===== config.mk =====
export PLATFORM = sky130hd
export DESIGN_NAME = nes_pad_reader
export DESIGN_NICKNAME = d
export VERILOG_FILES = /design/src/rtl/nespad_pkg.sv /design/src/rtl/nespad_tick_gen.sv /design/src/rtl/nes_pad_reader.sv
export SDC_FILE = /design/constraint.sdc
export NUM_CORES = 1
export LEC_CHECK = 0
export BUFFER_PORTS_ARGS = -buffer_cell sky130_fd_sc_hd__buf_2
export CAP_MARGIN = 20
export CORE_ASPECT_RATIO = 1.1
export CORE_MARGIN = 3
export CORE_UTILIZATION = 64
export DETAILED_ROUTE_END_ITERATION = 16
export GPL_ROUTABILITY_DRIVEN = 0
export GPL_TIMING_DRIVEN = 0
export PLACE_DENSITY = 0.95
export SYNTH_ARGS = -nofsm -noshare
export SYNTH_HDL_FRONTEND = slang
export SYNTH_HIERARCHICAL = 1
export SYNTH_SLANG_ARGS = --single-unit

===== constraint.sdc =====
create_clock -name clk -period 4.2 [get_ports clk]
set_input_delay 0.42 -clock clk [delete_from_list [all_inputs] [get_ports clk]]
set_output_delay 0.42 -clock clk [all_outputs]
set_load 0.005 [all_outputs]

===== src/rtl/nespad_pkg.sv =====
// nespad_pkg: shared FSM state type and frame geometry for the NES pad reader
package nespad_pkg;
  typedef enum logic [2:0] {IDLE, LATCH, SAMPLE, CLK_LOW, DONE} state_t;
  localparam int LATCH_TICKS = 2;
  localparam int NUM_BITS = 16;
  localparam int FRAME_TICKS = 33;
endpackage


===== src/rtl/nespad_tick_gen.sv =====
// nespad_tick_gen: free-running prescaler emitting a one-clk tick every TICK_DIV clks
module nespad_tick_gen #(
  parameter int TICK_DIV = 150
) (
  input  logic clk,
  input  logic reset,
  output logic tick
);
  localparam int W = TICK_DIV > 1 ? $clog2(TICK_DIV) : 1;
  logic [W-1:0] r_cnt;
  assign tick = r_cnt == W'(TICK_DIV - 1);
  // wrap the counter on the tick so ticks are exactly TICK_DIV clks apart
  always_ff @(posedge clk or negedge reset)
    if (!reset) r_cnt <= '0;
    else r_cnt <= tick ? '0 : r_cnt + 1'b1;
endmodule


===== src/rtl/nes_pad_reader.sv =====
// nes_pad_reader: polls an NES pad via latch/clock/data; NESPAD_DEBOUNCE_EN requires two equal frames before updating
import nespad_pkg::*;
module nes_pad_reader #(
  parameter int TICK_DIV   = 150,
  parameter int POLL_TICKS = 2778
) (
  input  logic        clk,
  input  logic        reset,
  output logic        nesc,
  output logic        nesl,
  input  logic        nesd,
  output logic [15:0] nesState
);
  localparam int CW = $clog2(POLL_TICKS > LATCH_TICKS ? POLL_TICKS : LATCH_TICKS);
  localparam int KW = $clog2(NUM_BITS);
  state_t                r_state, w_state_n;
  logic                  w_tick, w_cnt_last;
  logic [CW-1:0]         r_cnt;
  logic [KW-1:0]         r_k;
  logic [NUM_BITS-1:0]   r_shift, r_nes_state;
  logic [1:0]            r_sync;
  logic                  r_nesc, r_nesl;
  nespad_tick_gen #(.TICK_DIV(TICK_DIV)) u_tick (.clk(clk), .reset(reset), .tick(w_tick));
  assign w_cnt_last = r_cnt == CW'(r_state == LATCH ? LATCH_TICKS - 1 : POLL_TICKS - 1);
  assign nesc = r_nesc;
  assign nesl = r_nesl;
  assign nesState = r_nes_state;
  // state register
  always_ff @(posedge clk or negedge reset)
    if (!reset) r_state <= IDLE;
    else r_state <= w_state_n;
  // next state: DONE leaves after one clk, every other move waits for a tick
  always_comb begin
    w_state_n = r_state;
    if (r_state == DONE) w_state_n = IDLE;
    else if (w_tick)
      w_state_n = r_state == IDLE    ? (w_cnt_last ? LATCH : IDLE) :
                  r_state == LATCH   ? (w_cnt_last ? SAMPLE : LATCH) :
                  r_state == SAMPLE  ? (r_k == KW'(NUM_BITS - 1) ? DONE : CLK_LOW) :
                  r_state == CLK_LOW ? SAMPLE : IDLE;
  end
  // pad pins are decoded from the next state so they are registered yet aligned with the state
  always_ff @(posedge clk or negedge reset)
    if (!reset) begin
      r_nesc <= 1'b1;
      r_nesl <= 1'b0;
    end else begin
      r_nesc <= w_state_n != CLK_LOW;
      r_nesl <= w_state_n == LATCH;
    end
  // two-flop synchronizer; idles high like a released line
  always_ff @(posedge clk or negedge reset)
    if (!reset) r_sync <= 2'b11;
    else r_sync <= {r_sync[0], nesd};
  // tick counter for IDLE/LATCH, bit index and shift capture
  always_ff @(posedge clk or negedge reset)
    if (!reset) begin
      r_cnt   <= '0;
      r_k     <= '0;
      r_shift <= '0;
    end else begin
      if (w_tick && (r_state == IDLE || r_state == LATCH)) r_cnt <= w_cnt_last ? '0 : r_cnt + 1'b1;
      if (r_state == LATCH) r_k <= '0;
      else if (r_state == CLK_LOW && w_tick) r_k <= r_k + 1'b1;
      if (r_state == SAMPLE && w_tick) r_shift[r_k] <= r_sync[1];
    end
`ifdef NESPAD_DEBOUNCE_EN
  logic [NUM_BITS-1:0] r_prev;
  // publish only when two consecutive frames agree
  always_ff @(posedge clk or negedge reset)
    if (!reset) begin
      r_nes_state <= '0;
      r_prev      <= '0;
    end else if (r_state == DONE) begin
      r_prev <= ~r_shift;
      if (~r_shift == r_prev) r_nes_state <= ~r_shift;
    end
`else
  // publish every completed frame
  always_ff @(posedge clk or negedge reset)
    if (!reset) r_nes_state <= '0;
    else if (r_state == DONE) r_nes_state <= ~r_shift;
`endif
endmodule


# ---- Word level (Yosys, flattened, before mapping)
# Index checks and enable logic that the tools add are counted.
dict set report classes {
  addsub 3
  n_lt_le_gt_ge 2
  n_eq_ne 9
  n_mux 17
  bitwise 1
  n_reduce_logical 7
}
# cell n
set ops {}
lappend ops {{$mux 12} 2}
lappend ops {{$mux 3} 6}
lappend ops {{$bwmux 16} 1}
lappend ops {{$not 16->16} 1}
lappend ops {{$add 12x1->12 const B} 1}
lappend ops {{$eq 12x12->1} 1}
lappend ops {{$add 8x1->8 const B} 1}
lappend ops {{$eq 8x8->1 const B} 1}
lappend ops {{$mux 4} 2}
lappend ops {{$mux 8} 1}
lappend ops {{$eq 3x1->1 const B} 2}
lappend ops {{$eq 3x2->1 const B} 2}
lappend ops {{$lt 4x5->1 const B} 1}
lappend ops {{$add 4x1->4 const B} 1}
lappend ops {{$demux 1 s4} 1}
lappend ops {{$eq 4x4->1 const B} 1}
lappend ops {{$ge 4x1->1 const B} 1}
lappend ops {{$logic_and 1x1->1} 4}
lappend ops {{$mux 2} 2}
lappend ops {{$eq 3x3->1 const B} 1}
lappend ops {{$logic_not 3->1} 1}
lappend ops {{$ne 3x2->1 const B} 1}
lappend ops {{$mux 1} 2}
lappend ops {{$reduce_bool 2->1} 1}
lappend ops {{$logic_or 1x1->1} 1}
dict set report totals {
  ff_bits 63
  input_bits 3
  wordCells 48
}

# ---- Longest topological paths before layout
# Gate-level depths: netlist (run 1).
dict set report logic_depth {
  word_depth 9
  mapped_depth 9
}

# ---- Cells and area by module
# The synthesis (run 1) kept the hierarchy.
# module n_inst cells_per_inst area_each_um2
set modules_own_cells {}
lappend modules_own_cells {nes_pad_reader 1 241 2497.4}
lappend modules_own_cells {nespad_tick_gen 1 32 386.6}

# ---- Worst setup path before layout (run 1)
# OpenSTA, ideal clock, no wires.
dict set report synth_path {
  kind {register to register}
  from {register u_tick.r_cnt[1]}
  to {register r_cnt[11] (netlist name)}
  arrival_ns 2.157
  t_required_ns 4.057
  setup_slack_ns 1.900
  stages_incl_launch_ff 9
  n_path_buf 1
  period_less_slack_ns 2.300
  cell_sequence {dfrtp_1 -> inv_1 -> ha_1 -> nand4_2 -> nor4_4 -> or3b_2 -> clkbuf_1 -> a211oi_1 -> nor2_1}
}
# element line
set synth_lines {}
lappend synth_lines {{start, declared} nespad_tick_gen.sv:10} ;# logic [W-1:0] r_cnt;
lappend synth_lines {{start signal, assigned} nespad_tick_gen.sv:15} ;# else r_cnt <= tick ? '0 : r_cnt + 1'b1;

# ---- Final worst setup path (run 1)
dict set report layout_path {
  from {register u_tick.r_cnt[1]}
  to {register r_shift[12]}
}
dict set report layout_via {
  elab_chain_cells 2
}
# element line
set layout_lines {}
lappend layout_lines {{$eq 8x8->1} nespad_tick_gen.sv:11} ;# assign tick = r_cnt == W'(TICK_DIV - 1);
lappend layout_lines {{net w_tick} nes_pad_reader.sv:17} ;# logic w_tick, w_cnt_last;
lappend layout_lines {{$logic_and 1x1->1} nes_pad_reader.sv:65} ;# if (r_state == SAMPLE && w_tick) r_shift[r_k] <= r_sync[1];
lappend layout_lines {{end signal, assigned by index} nes_pad_reader.sv:65}
lappend layout_lines {{end, declared} nes_pad_reader.sv:20} ;# logic [NUM_BITS-1:0] r_shift, r_nes_state;
# The timed path passes the listed nets, and every way through them passes these cells.
# A chain may end at the register's enable or synchronous reset.

==> results of run 1 <==
[state kept, by name, summed over array words and instances, names as in the netlist]
name,count
r_sync,2
nesc,1
r_state,3
nesState,16
u_tick/r_cnt,8
r_cnt,12
r_k,4
nesl,1
r_shift,16
[synth_stat cells (2+ instances only)]
library cell	count	area share
dfrtp_1	60	0.52
nand2_1	41	0.053
o21ai_0	21	0.036
nor2_1	19	0.025
mux2_2	16	0.062
nand3_1	13	0.023
clkbuf_1	12	0.016
xnor2_1	9	0.027
ha_1	8	0.035
inv_1	8	0.010
nand4_1	7	0.015
and2_1	6	0.013
xor2_1	6	0.018
a21oi_1	5	0.0087
nor4_1	5	0.011
dfstp_2	3	0.027
nor2b_1	3	0.0065
nor3_1	3	0.0052
a211oi_1	2	0.0052
and3_1	2	0.0043
o22ai_1	2	0.0043
o41ai_1	2	0.0061
or3_1	2	0.0043
or4b_1	2	0.0069
[cell type report]
| class | count | area, µm² |
|---|---|---|
| tap | 52 | 65.06 |
| clock inverter | 6 | 60.06 |
| inverter | 8 | 30.03 |
| multi-input combinational | 190 | 1229 |
| clock buffer | 10 | 137.6 |
| buffer | 12 | 45.04 |
| timing repair buffer | 21 | 120.1 |
| fill | 238 | 877.1 |
| sequential | 63 | 1580 |
[worst max-delay path, stage by stage (launching register included)]
cell      delay, ps
dfrtp_1         410
inv_1            70
ha_1            150
nand4_2         120
nor4_4          420
nor4bb_1        820
and2_1          350
nand3_1         140
mux2_2          320
[worst max-delay path by stage]
| stage | end | slack, ps | cells after the start |
|---|---|---|---|
| floorplan | r_cnt[11] | 1900 | 8 |
| global placement | r_cnt[11] | 1510 | 8 |
| detailed placement | r_cnt[3] | 1450 | 8 |
| CTS | r_shift[12] | 1310 | 8 |
| global route | r_shift[12] | 1100 | 8 |
| finish | r_shift[12] | 1290 | 8 |
[per-layer routing]
| metal | GRT usage | vias to the layer above |
|---|---|---|
| met2 | 0.4509 | 74 |
| met1 | 0.3118 | 1091 |
| met5 | 0 | - |
| met3 | 0.06992 | 18 |
| li1 | - | 1007 |
| met4 | 0.09770 | 0 |
[power groups by stage]
stage / Sequential (mW) / Combinational, mW / Clock, mW
after floorplan: 0.621 / 0.00109 / 0
after global placement: 0.621 / 0.0136 / 0
after detailed placement: 0.621 / 0.0164 / 0
after CTS: 0.610 / 0.0164 / 0.528
after global routing: 0.609 / 0.0184 / 0.566
final: 0.610 / 0.0156 / 0.528
[cell usage in the layout, fill, tap and decap left out, types with 2 or more instances in the layout]
| master | count |
|---|---|
| inv_1 | 8 |
| o41ai_1 | 2 |
| mux2_2 | 16 |
| and2_1 | 6 |
| clkinv_2 | 3 |
| buf_2 | 20 |
| xor2_1 | 6 |
| o22ai_1 | 2 |
| o21ai_0 | 21 |
| a21oi_1 | 5 |
| xnor2_1 | 9 |
| nor4_1 | 5 |
| dfstp_2 | 3 |
| ha_1 | 8 |
| and3_1 | 2 |
| clkbuf_1 | 12 |
| clkbuf_8 | 10 |
| nand2_1 | 41 |
| or4b_1 | 2 |
| dfrtp_1 | 60 |
| nand4_1 | 7 |
| nor2b_1 | 3 |
| or3_1 | 2 |
| nand3_1 | 13 |
| nor2_1 | 19 |
| nor3_1 | 3 |
| a211oi_1 | 2 |
| clkinvlp_4 | 2 |
[cells by family (layout without fill, tap and decap cells)]
logic type      Yosys count  after routing  synth area share
simple gates            116            116            0.2143
buf+inv                  20             57           0.02603
xor+xnor                 15             15           0.04555
compound gates           34             34           0.06551
fa+ha+maj                 8              8           0.03471
flops                    63             63            0.5479
mux                      17             17           0.06594
[through the flow]
stage | power [mW] | cell area, µm² | hold WS [ps] | std cells
after floorplan | 0.6217 | 2884 | 124.4 | 273
after global placement | 0.6345 | 3049 | 346.9 | 345
after detailed placement | 0.6375 | 3069 | 352.1 | 346
after CTS | 1.154 | 3267 | 42.13 | 362
after global routing | 1.194 | 3267 | 46.45 | 362
final | 1.154 | 3267 | 33.39 | 362
==> impl_metrics.py, run 1 <==
metrics = {
    "synth": {
        "synth_ff_type": "dfrtp_1",
        "syn_avg_cell_area_um2": 10.56,
        "synth_nets": 284,
        "seq_area_frac_synth": 0.5479,
        "synth-edff-count": 0,
        "yosysWarnings": 6,
        "synthCells": 273,
        "yosysUniqueCellTypes": 40,
        "async_flop_share": 1.000,
        "ys_ff_latch": 63,
        "synth_area_mm2": 0.002884,
    },
    "critical_path": {
        "rr_worst_depth": 8,
        "required_ps": 4420,
        "crit_type": "register to register",
        "crit_arrival_ps": 3130,
        "r2r_end": "r_shift[12]",
        "path_max_fanout": 9,
        "setup.worst_path.start_class": "register",
        "r2r_setup_slack_ps": 1290,
        "end_kind": "register",
        "cp-startpoint": "u_tick/r_cnt[1]",
        "reg2reg_from": "u_tick/r_cnt[1]",
    },
    "routing": {
        "highest_layer": "met4",
        "dr_wl_met2_um": 3255,
        "wl_met3_um": 268,
        "routed_wl_um": 6267,
        "drt_iter0_drc": 156,
        "drc": 0,
        "antenna_left": 0,
        "via_count": 2190,
        "routed_via_density": 6.050,
        "firstDrtPassIters": 5,
        "wl_per_cell_um": 17.31,
        "wirelength_met1_um": 2595,
    },
    "sta": {
        "report.final.hold_viol_count": 0,
        "fin_crit_sh": 0.6935,
        "fmax_mhz": 343.3,
        "finalMaxSlewViolations": 0,
        "slew_headroom": 0.4200,
        "finClkSkew_ps": 9.372,
        "setup_viol": 0,
        "timing.final.ws_setup_ps": 1287,
        "min_period_ps": 2913,
        "rsz0062_at_grt": "no",
        "tightest_slew_ps": 858.3,
        "fin_setup_tns_ps": 0,
    },
    "clock_tree": {
        "cts_tree": "done",
        "postCtsSetupRepairBufs": 0,
        "cts_root_buffer": "clkbuf_8",
        "clk_path_buf_depth": 2,
        "clkTransAtPathRegs_ps": 70,
        "clkLatencyLatePin_ps": 340,
        "h-tree-depth": 3,
        "cts.sinks": 63,
        "post_cts_resized": 0,
        "holdBufCountCts": 0,
        "cts_buffers": 9,
    },
    "status": {
        "status": "completed",
    },
    "cells_and_area": {
        "drive_above_1_share": 0.2065,
        "nets": 316,
        "area_delta_synth_final_pct": 13.28,
        "fin_util": 0.7883,
        "diodes": 0,
    },
    "power_and_ir_drop": {
        "p_switching_uw": 255.6,
        "power.share.sequential": 0.529,
        "cellLeakagePower_nw": 1.497,
        "p_sw_frac": 0.2216,
        "clockPowerShare": 0.458,
        "power.density_mw_per_mm2": 353.1,
        "p_comb_frac": 0.014,
        "vdd_drop_max_mv": 0.2774,
        "intPower_uw": 897.9,
    },
    "die": {
        "core_area_mm2": 0.004144,
        "start_util": 0.6960,
        "die_y_um": 76.41,
        "die_w_um": 70.01,
        "die_area_mm2": 0.005349,
        "io_pins": 21,
        "rows": 24,
    },
    "grt": {
        "antenna_found_initial": 0,
        "grt-ovfl-total": 0,
        "grt_pass1_vias": 2282,
        "grt_pass1_wl_um": 11030,
        "grt_max_degree": 44,
        "grt_usage": 0.2619,
    },
    "placement": {
        "io_buffers": 20,
        "dp_hpwl_um": 4064,
        "preCtsSetupSlack_ps": 1451,
    },
    "worst_hold_path": {
        "hold_class": "input port to async pin",
    },
    "run": {
        "max-cap-violations": 0,
    },
}
(Power assumes the default switching activity.)
==> inputs of run 2 (changes only) <==
--- a/config.mk
+++ b/config.mk
@@ -9,11 +9,11 @@
 export CAP_MARGIN = 20
 export CORE_ASPECT_RATIO = 1.1
 export CORE_MARGIN = 3
-export CORE_UTILIZATION = 64
+export CORE_UTILIZATION = 59
 export DETAILED_ROUTE_END_ITERATION = 16
 export GPL_ROUTABILITY_DRIVEN = 0
 export GPL_TIMING_DRIVEN = 0
-export PLACE_DENSITY = 0.95
+export PLACE_DENSITY = 0.89
 export SYNTH_ARGS = -nofsm -noshare
 export SYNTH_HDL_FRONTEND = slang
 export SYNTH_HIERARCHICAL = 1
==> constraint.sdc (replaced) <==
create_clock -name clk -period 2.8 [get_ports clk]
set_input_delay 0.28 -clock clk [delete_from_list [all_inputs] [get_ports clk]]
set_output_delay 0.28 -clock clk [all_outputs]
set_load 0.005 [all_outputs]
==> impl_metrics.py, run 2 (synthesis gave the netlist of run 1 again) <==
metrics = {
    "placement": {
        "dp_hpwl_um": 3840,
        "dp.cells": 350,
        "placed_area_mm2": 0.003082,
        "io_buffers": 20,
        "preCtsSetupSlack_ps": 108.1,
    },
    "routing": {
        "routed_wl_um": 5341,
        "antenna_left": 0,
        "drc": 0,
        "drt_iter0_drc": 156,
        "routed_via_density": 5.725,
        "wl_per_cell_um": 14.55,
        "via_count": 2101,
        "firstDrtPassIters": 4,
    },
    "clock_tree": {
        "clkTransAtPathRegs_ps": 60,
        "h-tree-depth": 3,
        "holdBufCountCts": 0,
        "cts.sinks": 63,
        "cts_buffers": 9,
        "cts_root_buffer": "clkbuf_8",
        "clkLatencyLatePin_ps": 340,
        "cts_tree": "done",
        "clk_path_buf_depth": 2,
    },
    "run": {
        "max-cap-violations": 0,
    },
    "cells_and_area": {
        "fin_area_mm2": 0.003288,
        "nets": 317,
        "fin_util": 0.7019,
        "diodes": 0,
        "area_delta_synth_final_pct": 14.01,
        "final_cell_mix": "dfrtp_1 (60), nand2_1 (41), o21ai_0 (21)",
        "stdcell_count": 367,
        "layout_commonest_cell": "dfrtp_1",
        "drive_above_1_share": 0.2154,
    },
    "grt": {
        "grt_pass1_vias": 2102,
        "grt_max_degree": 40,
        "grt_usage": 0.2055,
        "antenna_found_initial": 0,
        "grt-ovfl-total": 0,
        "grt_pass1_wl_um": 9259,
    },
    "status": {
        "status": "completed",
    },
    "critical_path": {
        "setup.worst_path.start_class": "register",
        "path_max_fanout": 8,
        "end_kind": "register",
        "crit_type": "register to register",
        "required_ps": 3010,
        "crit_arrival_ps": 2760,
    },
    "power_and_ir_drop": {
        "total_power_mw": 1.689,
        "cellLeakagePower_nw": 1.511,
        "vdd_drop_max_mv": 0.2583,
        "power.density_mw_per_mm2": 513.8,
    },
    "die": {
        "start_util": 0.6157,
        "die_area_mm2": 0.005764,
        "rows": 26,
        "core_area_mm2": 0.004684,
        "die_w_um": 72.66,
        "die_y_um": 79.33,
        "io_pins": 21,
    },
    "sta": {
        "min_period_ps": 2552,
        "tightest_slew_ps": 885.6,
        "setup_viol": 0,
        "finClkSkew_ps": 9.400,
        "fin_hold_ws_ps": 40.40,
        "report.final.hold_viol_count": 0,
        "slew_headroom": 0.4096,
        "fin_crit_sh": 0.9115,
        "fin_setup_tns_ps": 0,
        "fmax_mhz": 391.8,
        "finalMaxSlewViolations": 0,
        "timing.final.ws_setup_ps": 247.7,
    },
    "worst_hold_path": {
        "hold_class": "input port to register",
    },
}
## run 2: cell types whose count changed in the layout (fill, tap and decap cells not counted)
cell        delta
a211oi_2       +1
clkinvlp_4     -2
clkinv_4       +1
buf_12         -1
nor4bb_2       +1
nor4bb_1       -1
buf_4          +1
a211oi_1       -1
clkbuf_8       -1
buf_16         +1
clkinv_2       +2
## run 2: final timing paths
check	start	endpoint	slack, ps	depth (start not counted)
worst min register to register	r_sync[0]	r_sync[1]	360	0
worst min-delay path	nesd	r_sync[0]	40	1
worst max-delay path	u_tick/r_cnt[1]	r_cnt[11]	250	9
max in group asynchronous	reset	r_cnt[9]	2120	2
min in group asynchronous	reset	nesState[6]	60	1
worst max register to register	u_tick/r_cnt[1]	r_cnt[11]	250	9
## run 2: critical path, stage by stage, from the launching register on
cell and delay (ps):
dfrtp_1 400, inv_1 60, ha_1 140, nand4_2 120, nor4_4 430, or3b_2 470, clkbuf_1 200, nor4_1 360
xnor2_1 180, nor2_1 50
## run 2: routing by layer
layer | part of all wire | up-vias | global-route usage
met4 | 0.015 | 0 | 0.07565
met1 | 0.43 | 1040 | 0.2496
li1 | - | 1015 | -
met3 | 0.033 | 9 | 0.04937
met2 | 0.52 | 37 | 0.3511
met5 | 0 | - | 0
## run 2: cell type report
type | count | area [µm²]
sequential | 63 | 1580
timing repair buffer | 22 | 135.1
clock inverter | 7 | 63.81
buffer | 12 | 45.04
tap | 56 | 70.07
inverter | 8 | 30.03
fill | 325 | 1396
multi-input combinational | 190 | 1240
clock buffer | 9 | 123.9
## run 2: power breakdown
group / switching (mW) / internal [mW] / total (mW)
Clock: 0.346 / 0.404 / 0.750
Combinational: 0.0196 / 0.00542 / 0.0251
Sequential: 0.00172 / 0.913 / 0.914
## run 2: what timing repair did
item                       CTS  global route
buffers inserted             0             1
gates resized for setup      0             2
setup endpoints to repair    0            21
==> inputs of run 3 (changes only) <==
--- a/config.mk
+++ b/config.mk
@@ -10,9 +10,10 @@
 export CORE_ASPECT_RATIO = 1.1
 export CORE_MARGIN = 3
 export CORE_UTILIZATION = 59
+export CTS_CLUSTER_SIZE = 12
 export DETAILED_ROUTE_END_ITERATION = 16
 export GPL_ROUTABILITY_DRIVEN = 0
-export GPL_TIMING_DRIVEN = 0
+export GPL_TIMING_DRIVEN = 1
 export PLACE_DENSITY = 0.89
 export SYNTH_ARGS = -nofsm -noshare
 export SYNTH_HDL_FRONTEND = slang
==> impl_metrics.py, run 3 (synthesis gave the netlist of run 1 again) <==
metrics = {
    "placement": {
        "preCtsSetupSlack_ps": 369.2,
        "io_buffers": 20,
        "placed_area_mm2": 0.003047,
        "dp.cells": 342,
        "dp_hpwl_um": 3813,
    },
    "critical_path": {
        "r2r_setup_slack_ps": 350,
        "crit_type": "register to register",
        "required_ps": 3050,
        "rr_worst_depth": 8,
        "critical-path-top-delay-family": "simple AND/OR/NAND/NOR gates",
        "setup.worst_path.start_class": "register",
        "end_kind": "register",
        "crit_arrival_ps": 2700,
        "crit_path_max_incr_delay_ps": 600,
        "r2r_end": "r_cnt[5]",
        "path_cells": "inv_1 -> ha_1 -> nand4_2 -> nor4_4 -> or3b_2 -> or2_2 -> nor2_1 -> xor2_1",
        "path_buf_inv": 1,
        "path_max_fanout": 9,
        "cpMaxStageDelayCell": "or3b_2",
        "reg2reg_from": "u_tick/r_cnt[1]",
    },
    "cells_and_area": {
        "fin_area_mm2": 0.003278,
        "drive_above_1_share": 0.2252,
        "nets": 308,
        "final_cell_mix": "dfrtp_1 (60), nand2_1 (41), o21ai_0 (21)",
        "layout_commonest_cell": "dfrtp_1",
        "fill_cells": 330,
        "area_delta_synth_final_pct": 13.67,
        "stdcell_count": 358,
        "fin_util": 0.6998,
        "diodes": 0,
    },
    "worst_hold_path": {
        "hold_class": "input port to register",
        "hold_depth": 1,
        "hold_start": "nesd",
        "hold_end": "r_sync[0]",
    },
    "die": {
        "rows": 26,
        "io_pins": 21,
        "die_y_um": 79.33,
        "die_w_um": 72.66,
        "start_util": 0.6157,
        "core_area_mm2": 0.004684,
        "die_area_mm2": 0.005764,
    },
    "status": {
        "status": "completed",
    },
    "sta": {
        "fmax_mhz": 407.8,
        "timing.final.ws_setup_ps": 347.9,
        "fin_crit_sh": 0.8757,
        "fin_setup_tns_ps": 0,
        "fin_hold_ws_ps": 41.34,
        "finClkSkew_ps": 6.767,
        "finalMaxSlewViolations": 0,
        "report.final.hold_viol_count": 0,
        "slew_headroom": 0.4966,
        "rsz0062_at_grt": "no",
        "tightest_slew_ps": 755.2,
        "min_period_ps": 2452,
        "setup_viol": 0,
    },
    "run": {
        "max-cap-violations": 0,
    },
    "clock_tree": {
        "holdBufCountCts": 0,
        "clk_path_buf_depth": 2,
        "clkLatencyLatePin_ps": 340,
        "clkTransAtPathRegs_ps": 60,
        "h-tree-depth": 3,
        "cts_tree": "done",
        "post_cts_resized": 0,
        "cts.sinks": 63,
        "cts_root_buffer": "clkbuf_8",
        "postCtsSetupRepairBufs": 0,
        "cts_buffers": 9,
    },
    "grt": {
        "grt_usage": 0.2181,
        "grt_max_degree": 64,
        "grt_pass1_wl_um": 9660,
        "grt_pass1_vias": 2127,
        "grt-ovfl-total": 0,
        "antenna_found_initial": 0,
    },
    "power_and_ir_drop": {
        "total_power_mw": 1.826,
        "vdd_drop_max_mv": 0.4383,
        "cellLeakagePower_nw": 1.512,
        "power.density_mw_per_mm2": 557.2,
    },
    "routing": {
        "routed_wl_um": 5485,
        "wl_per_cell_um": 15.32,
        "drc": 0,
        "routed_via_density": 5.813,
        "drt_iter0_drc": 144,
        "antenna_left": 0,
        "firstDrtPassIters": 4,
        "via_count": 2081,
    },
}
[run 3: worst max-delay path by stage]
stage | from | endpoint | depth (start not counted)
after floorplan | u_tick/r_cnt[1] | r_cnt[11] | 8
after global placement | u_tick/r_cnt[1] | r_cnt[5] | 8
after detailed placement | u_tick/r_cnt[1] | r_cnt[5] | 8
final | u_tick/r_cnt[1] | r_cnt[5] | 8
after global routing | u_tick/r_cnt[1] | r_cnt[5] | 8
after CTS | u_tick/r_cnt[1] | r_cnt[5] | 8
[run 3: power by group]
| group | internal, mW | switching (mW) | leakage [nW] |
|---|---|---|---|
| clock network | 0.548 | 0.344 | 0.112 |
| registers | 0.913 | 0.00310 | 0.856 |
| logic | 0.00208 | 0.0166 | 0.545 |
| total | 1.46 | 0.364 | 1.51 |
[run 3: metal layers]
layer | track usage | up-vias | wire length [µm]
met5 | 0 | - | 0
met2 | 0.3466 | 61 | 2767
li1 | - | 996 | -
met4 | 0.1181 | 0 | 119
met3 | 0.06709 | 17 | 265
met1 | 0.2624 | 1007 | 2332
[run 3: worst register-to-register path: cells and delay by family (launching register included)]
kind | cells | cell delay [ps]
AND/OR/NAND/NOR | 5 | 1570
buffers and inverters | 1 | 70
XOR/XNOR | 1 | 190
adder cells (fa/ha/maj) | 1 | 150
flip-flops | 1 | 400
[run 3: area by class of cell]
cell class	instances	area (µm²)	share of cell area
Inverter	8	30.03	0.009160
Timing Repair Buffer	25	137.6	0.04198
Clock inverter	5	80.08	0.02443
Clock buffer	11	151.4	0.04618
Multi-Input combinational cell	190	1229	0.3748
Sequential cell	63	1580	0.4821
Tap cell	56	70.07	0.02137
